===== config.mk =====
export PLATFORM = sky130hd
export DESIGN_NAME = usr_burst
export DESIGN_NICKNAME = d
export VERILOG_FILES = /design/src/rtl/usr_pkg.sv /design/src/rtl/usr_step.sv /design/src/rtl/usr_burst.sv
export SDC_FILE = /design/constraint.sdc
export NUM_CORES = 1
export LEC_CHECK = 0
export CAP_MARGIN = 20
export CORE_ASPECT_RATIO = 1.2
export CORE_MARGIN = 2
export CORE_UTILIZATION = 38
export CTS_BUF_LIST = sky130_fd_sc_hd__clkbuf_4 sky130_fd_sc_hd__clkbuf_8
export DETAILED_ROUTE_END_ITERATION = 7
export RECOVER_POWER = 25
export SYNTH_ARGS = -nofsm -noshare
export SYNTH_HDL_FRONTEND = slang
export SYNTH_SLANG_ARGS = --single-unit

===== constraint.sdc =====
create_clock -name clk -period 2.3 [get_ports clk]
set_input_delay 0.46 -clock clk [delete_from_list [all_inputs] [get_ports clk]]
set_output_delay 0.46 -clock clk [all_outputs]
set_load 0.05 [all_outputs]

===== src/rtl/usr_pkg.sv =====
// Shared types for the universal shift register: command opcodes, engine states
// and the helper that tells stepping ops apart from single-cycle ops.
package usr_pkg;

    typedef enum logic [2:0] {
        OP_HOLD,
        OP_LOAD,
        OP_SHL,
        OP_SHR,
        OP_ROL,
        OP_ROR,
        OP_ASR,
        OP_CLR
    } op_t;

    typedef enum logic {
        S_IDLE,
        S_SHIFT
    } state_t;

    // Shift/rotate ops consume cmd_count lane steps; the rest complete at once.
    function automatic logic is_step_op(input op_t op);
        return (op != OP_HOLD) && (op != OP_LOAD) && (op != OP_CLR);
    endfunction

endpackage


===== src/rtl/usr_step.sv =====
// Combinational single-step datapath: next register value and the lanes at
// either end for one op, plus flags saying which out-lane the op updates.
module usr_step
    import usr_pkg::*;
#(
    parameter int N = 8,
    parameter int W = 1
) (
    input  logic [2:0]   op,
    input  logic [N-1:0] q,
    input  logic [N-1:0] data,
    input  logic [W-1:0] lin,
    input  logic [W-1:0] rin,
    output logic [N-1:0] q_next,
    output logic [W-1:0] lane_l,
    output logic [W-1:0] lane_r,
    output logic         upd_l,
    output logic         upd_r
);

    assign lane_l = q[N-1 -: W];
    assign lane_r = q[W-1:0];

    always_comb begin
        q_next = q;
        upd_l  = 1'b0;
        upd_r  = 1'b0;
        case (op_t'(op))
            OP_LOAD: q_next = data;
            OP_SHL: begin
                q_next = {q[N-W-1:0], lin};
                upd_l  = 1'b1;
            end
            OP_ROL: begin
                q_next = {q[N-W-1:0], lane_l};
                upd_l  = 1'b1;
            end
            OP_SHR: begin
                q_next = {rin, q[N-1:W]};
                upd_r  = 1'b1;
            end
            OP_ROR: begin
                q_next = {lane_r, q[N-1:W]};
                upd_r  = 1'b1;
            end
            OP_ASR: begin
                q_next = {{W{q[N-1]}}, q[N-1:W]};
                upd_r  = 1'b1;
            end
            OP_CLR: q_next = '0;
            default: ;
        endcase
    end

endmodule


===== src/rtl/usr_burst.sv =====
// Universal shift register with a valid/ready command engine that applies
// shift/rotate ops one lane per clock for a programmed number of steps.
module usr_burst
    import usr_pkg::*;
#(
    parameter int N  = 8,
    parameter int W  = 1,
    parameter int CW = $clog2(N / W) + 1
) (
    input  logic          clk,
    input  logic          n_reset,
    input  logic          cmd_valid,
    output logic          cmd_ready,
    input  logic [2:0]    cmd_op,
    input  logic [CW-1:0] cmd_count,
    input  logic [N-1:0]  cmd_data,
    input  logic [W-1:0]  lin,
    input  logic [W-1:0]  rin,
    output logic [N-1:0]  q,
    output logic [W-1:0]  sout_l,
    output logic [W-1:0]  sout_r,
    output logic          busy,
    output logic          done
);

    state_t        state_reg, state_next;
    op_t           op_reg, op_next;
    logic [CW-1:0] rem_reg, rem_next;
    logic [N-1:0]  q_reg, q_next;
    logic [W-1:0]  sout_l_reg, sout_l_next;
    logic [W-1:0]  sout_r_reg, sout_r_next;
    logic          done_reg, done_next;

    logic          apply;
    logic [2:0]    step_op;
    logic [N-1:0]  step_q;
    logic [W-1:0]  lane_l, lane_r;
    logic          upd_l, upd_r;

    // In IDLE the step unit sees the incoming command so the first step lands on the accept edge.
    assign step_op = (state_reg == S_IDLE) ? cmd_op : op_reg;

    usr_step #(
        .N(N),
        .W(W)
    ) u_step (
        .op    (step_op),
        .q     (q_reg),
        .data  (cmd_data),
        .lin   (lin),
        .rin   (rin),
        .q_next(step_q),
        .lane_l(lane_l),
        .lane_r(lane_r),
        .upd_l (upd_l),
        .upd_r (upd_r)
    );

    always_ff @(posedge clk or negedge n_reset) begin
        if (!n_reset) begin
            state_reg  <= S_IDLE;
            op_reg     <= OP_HOLD;
            rem_reg    <= '0;
            q_reg      <= '0;
            sout_l_reg <= '0;
            sout_r_reg <= '0;
            done_reg   <= 1'b0;
        end else begin
            state_reg  <= state_next;
            op_reg     <= op_next;
            rem_reg    <= rem_next;
            q_reg      <= q_next;
            sout_l_reg <= sout_l_next;
            sout_r_reg <= sout_r_next;
            done_reg   <= done_next;
        end
    end

    always_comb begin
        state_next  = state_reg;
        op_next     = op_reg;
        rem_next    = rem_reg;
        q_next      = q_reg;
        sout_l_next = sout_l_reg;
        sout_r_next = sout_r_reg;
        done_next   = 1'b0;
        apply       = 1'b0;
        case (state_reg)
            S_IDLE: begin
                if (cmd_valid) begin
                    op_next = op_t'(cmd_op);
                    if (!is_step_op(op_t'(cmd_op))) begin
                        apply     = 1'b1;
                        done_next = 1'b1;
                    end else if (cmd_count == '0) begin
                        done_next = 1'b1;
                    end else begin
                        apply    = 1'b1;
                        rem_next = cmd_count - 1'b1;
                        if (cmd_count == CW'(1))
                            done_next = 1'b1;
                        else
                            state_next = S_SHIFT;
                    end
                end
            end
            S_SHIFT: begin
                apply    = 1'b1;
                rem_next = rem_reg - 1'b1;
                if (rem_reg == CW'(1)) begin
                    state_next = S_IDLE;
                    done_next  = 1'b1;
                end
            end
            default: state_next = S_IDLE;
        endcase
        if (apply) begin
            q_next = step_q;
            if (upd_l)
                sout_l_next = lane_l;
            if (upd_r)
                sout_r_next = lane_r;
        end
    end

    assign cmd_ready = (state_reg == S_IDLE);
    assign busy      = (state_reg != S_IDLE);
    assign q         = q_reg;
    assign sout_l    = sout_l_reg;
    assign sout_r    = sout_r_reg;
    assign done      = done_reg;

endmodule


==> reports/results.ini <==
[sta]
worst_pin_slew_ns = 1.11
setup_viol = 0
fmax_mhz = 466
rsz0062_at_grt = false
clock_skew_ns = 0.00294
final_hold_viol_count = 0
timing.final.ws_setup_ns = 0.152
timing.final.crit_share_pct = 93.4
slew_headroom_pct = 26.1
drv_slew = 0
holdWs_ns = 0.519
timing.final.crit_period_ns = 2.15

[synth]
yosys_register_bits = 19
netlist_top_cells_count = dfrtp_1 (19), nand2_1 (17), nor2_1 (13)
synth.avg_cell_area_um2 = 9.59
synth-seq-area-share_pct = 37.5
synth_area_leaders = dfrtp_1 (38%), a221oi_1 (5.5%), nand2_1 (5.0%)
ys_warn_count = 0
synth_ff_type = dfrtp_1
syn-num-nets = 156
yosysMostFrequentCell = dfrtp_1
ys_types = 31
syn-cell-area_um2 = 1270
synth-async-reset-ratio_pct = 100
synth_top_cell_by_area = dfrtp_1
yosysTopAreaCellShare_pct = 37.5
netlist_instances = 132
synth_edf_count = 0

[layout]
antenna_cells = 0
area_growth_pct = 36.0
layout.cells.non_filler = 214
largest_reg_flops = 8
layout-drive-gt1-share_pct = 18.0
finalNetCount = 203

[critical_path]
r2r-end = sout_l$_DFFE_PN0P_
max_stage_delay_ns = 0.47
worstPathRequired_ns = 2.49
crit_buf_inv = 2
worst_path_dominant_cell_family = simple AND/OR/NAND/NOR gates
end_kind = register
crit_type = input port to register
ff2ff_setup_slack_ns = 0.49
rr_worst_depth = 4
r2r-start = busy$_DFF_PN0_
cp_max_fo = 3
crit_chain = clkdlybuf4s50_1 -> inv_1 -> ha_1 -> or4b_4 -> o32a_4 -> nand4_1 -> mux2_2
worst_setup_path_start_kind = input port
crit_arrival_ns = 2.34
critPathSlowestCell = or4b_4

[drt]
drt-vias-per-instance = 5.35
dr.max_layer_used = met4
post_drt_wl_per_cell_um = 14.0
num_vias = 1144
drt_pass1_iterations = 4
wirelength_um = 3000
ant_nets = 0
wl_met3_um = 130
wirelength_met1_um = 1310
met2WireLength_um = 1540
route.detailed.drc = 0
drt_iter0_markers = 32

[pwr]
sw_frac_of_total_pct = 49.9
p_comb_share_pct = 66.9
seqPwrFrac_pct = 26.4
power.internal_mw = 1.31
switchingPower_mw = 1.30
worst_ir_drop_vdd_mv = 0.806
p_leak_nw = 0.764
clock_power_share_pct = 6.7
p_per_area_nw_per_um2 = 1510

[floorplanning]
initial_core_util_pct = 40.7
rows = 22
core-area_um2 = 3110
die_y_um = 67.2
num_io_pins = 33
fp.dieW_um = 56.7
dieArea_um2 = 3810

[clocking]
clock-sinks = 19
cts_root_buf = clkbuf_4
cts_tree = done
clock_path_buffers = 2
cts_resized = 0
h-tree-depth = 1
post_cts_buffers = 0
path_clk_slew_ns = 0.11
cts_hold_buffers = 0
worstSkewPairLatency_ns = 0.30
cts_buffers = 3

[placed_design]
dp_slack_ns = -0.181
io_buffers = 32
place_congestion = 0.786
dp_cells = 210
dp_hpwl_um = 2370

[worst_hold_path]
min_to = sout_r$_DFFE_PN0P_
hold_path_depth = 1
hp-class = register to register
worstHoldStart = sout_r$_DFFE_PN0P_

[global_routing]
grt_max_degree = 23
grt_pass1_wl_um = 5090
grt_remaining_overflow = 0
first_global_vias = 1115
antenna_found_initial = 0
grt.total_usage_pct = 17.1

[status]
status = completed

[flow_run]
drv_cap = 0

-- layout make-up --
cell class	count	area [um2]
Inverter	7	26.3
Sequential cell	19	475
Clock inverter	1	5.00
Tap cell	36	45.0
Multi-Input combinational cell	101	723
Timing Repair Buffer	47	424
Fill cell	285	1390
Clock buffer	3	22.5
-- through the flow --
step           TNS [ns]  cell area, um2  total power [mW]  util (%)
2_1_floorplan         0            1270              1.96         -
3_3_place_gp      -1.02            1700              2.42      54.6
3_5_place_dp      -1.77            1700              2.45      54.6
4_1_cts               0            1730              2.63      55.5
5_1_grt               0            1720              2.83      55.4
6_report              0            1720              2.60      55.4
-- cells in the final DEF (no fill, tap or decap), types with 5 or more instances in the layout --
cell type | Yosys | final
mux2_2 | 5 | 5
nor3_1 | 5 | 5
buf_4 | 2 | 16
o31ai_1 | 8 | 8
dfrtp_1 | 19 | 19
nor2_1 | 13 | 13
inv_1 | 7 | 7
a221oi_1 | 8 | 8
o21ai_0 | 7 | 7
nand2_1 | 17 | 17
clkdlybuf4s50_1 | 0 | 29
-- logic make-up after synthesis --
group,Yosys count,share of synthesized area [%]
buffers and inverters,12,5.34
XOR/XNOR,8,5.53
AND/OR/NAND/NOR,43,15.8
multiplexers,11,9.58
flip-flops,19,37.5
adder cells (fa/ha/maj),4,3.95
AO/OA/AOI/OAI,35,22.2
-- worst max-delay path by stage --
stage | from | endpoint | slack [ns] | cells past startpoint
detailed placement | cmd_count[0] | sout_l$_DFFE_PN0P_ | -0.18 | 7
finish | cmd_count[0] | sout_l$_DFFE_PN0P_ | 0.15 | 7
CTS | cmd_count[0] | q[5]$_DFFE_PN0P_ | 0.15 | 9
global route | cmd_count[1] | q[5]$_DFFE_PN0P_ | 0.07 | 9
floorplan | busy$_DFF_PN0_ | sout_r$_DFFE_PN0P_ | 0.11 | 5
global placement | cmd_count[0] | sout_l$_DFFE_PN0P_ | -0.11 | 7
-- worst register-to-register path: stages, from the launching register on --
cell and delay [ns]:
dfrtp_1 0.41, or4b_4 0.55, o32a_4 0.33, nand4_1 0.08, mux2_2 0.34
-- metal layers --
layer	vias to the layer above	global-route usage, %
met3	2	2.87
met1	544	20.8
li1	574	-
met4	0	5.06
met5	-	0
met2	24	31.1
-- power by group through the flow --
stage / clock network, mW / registers [mW] / logic [mW]
finish: 0.175 / 0.688 / 1.74
global route: 0.199 / 0.720 / 1.91
CTS: 0.180 / 0.689 / 1.76
detailed placement: 0 / 0.696 / 1.76
global placement: 0 / 0.690 / 1.73
floorplan: 0 / 0.941 / 1.02
Power figures use the tool's default switching activity.
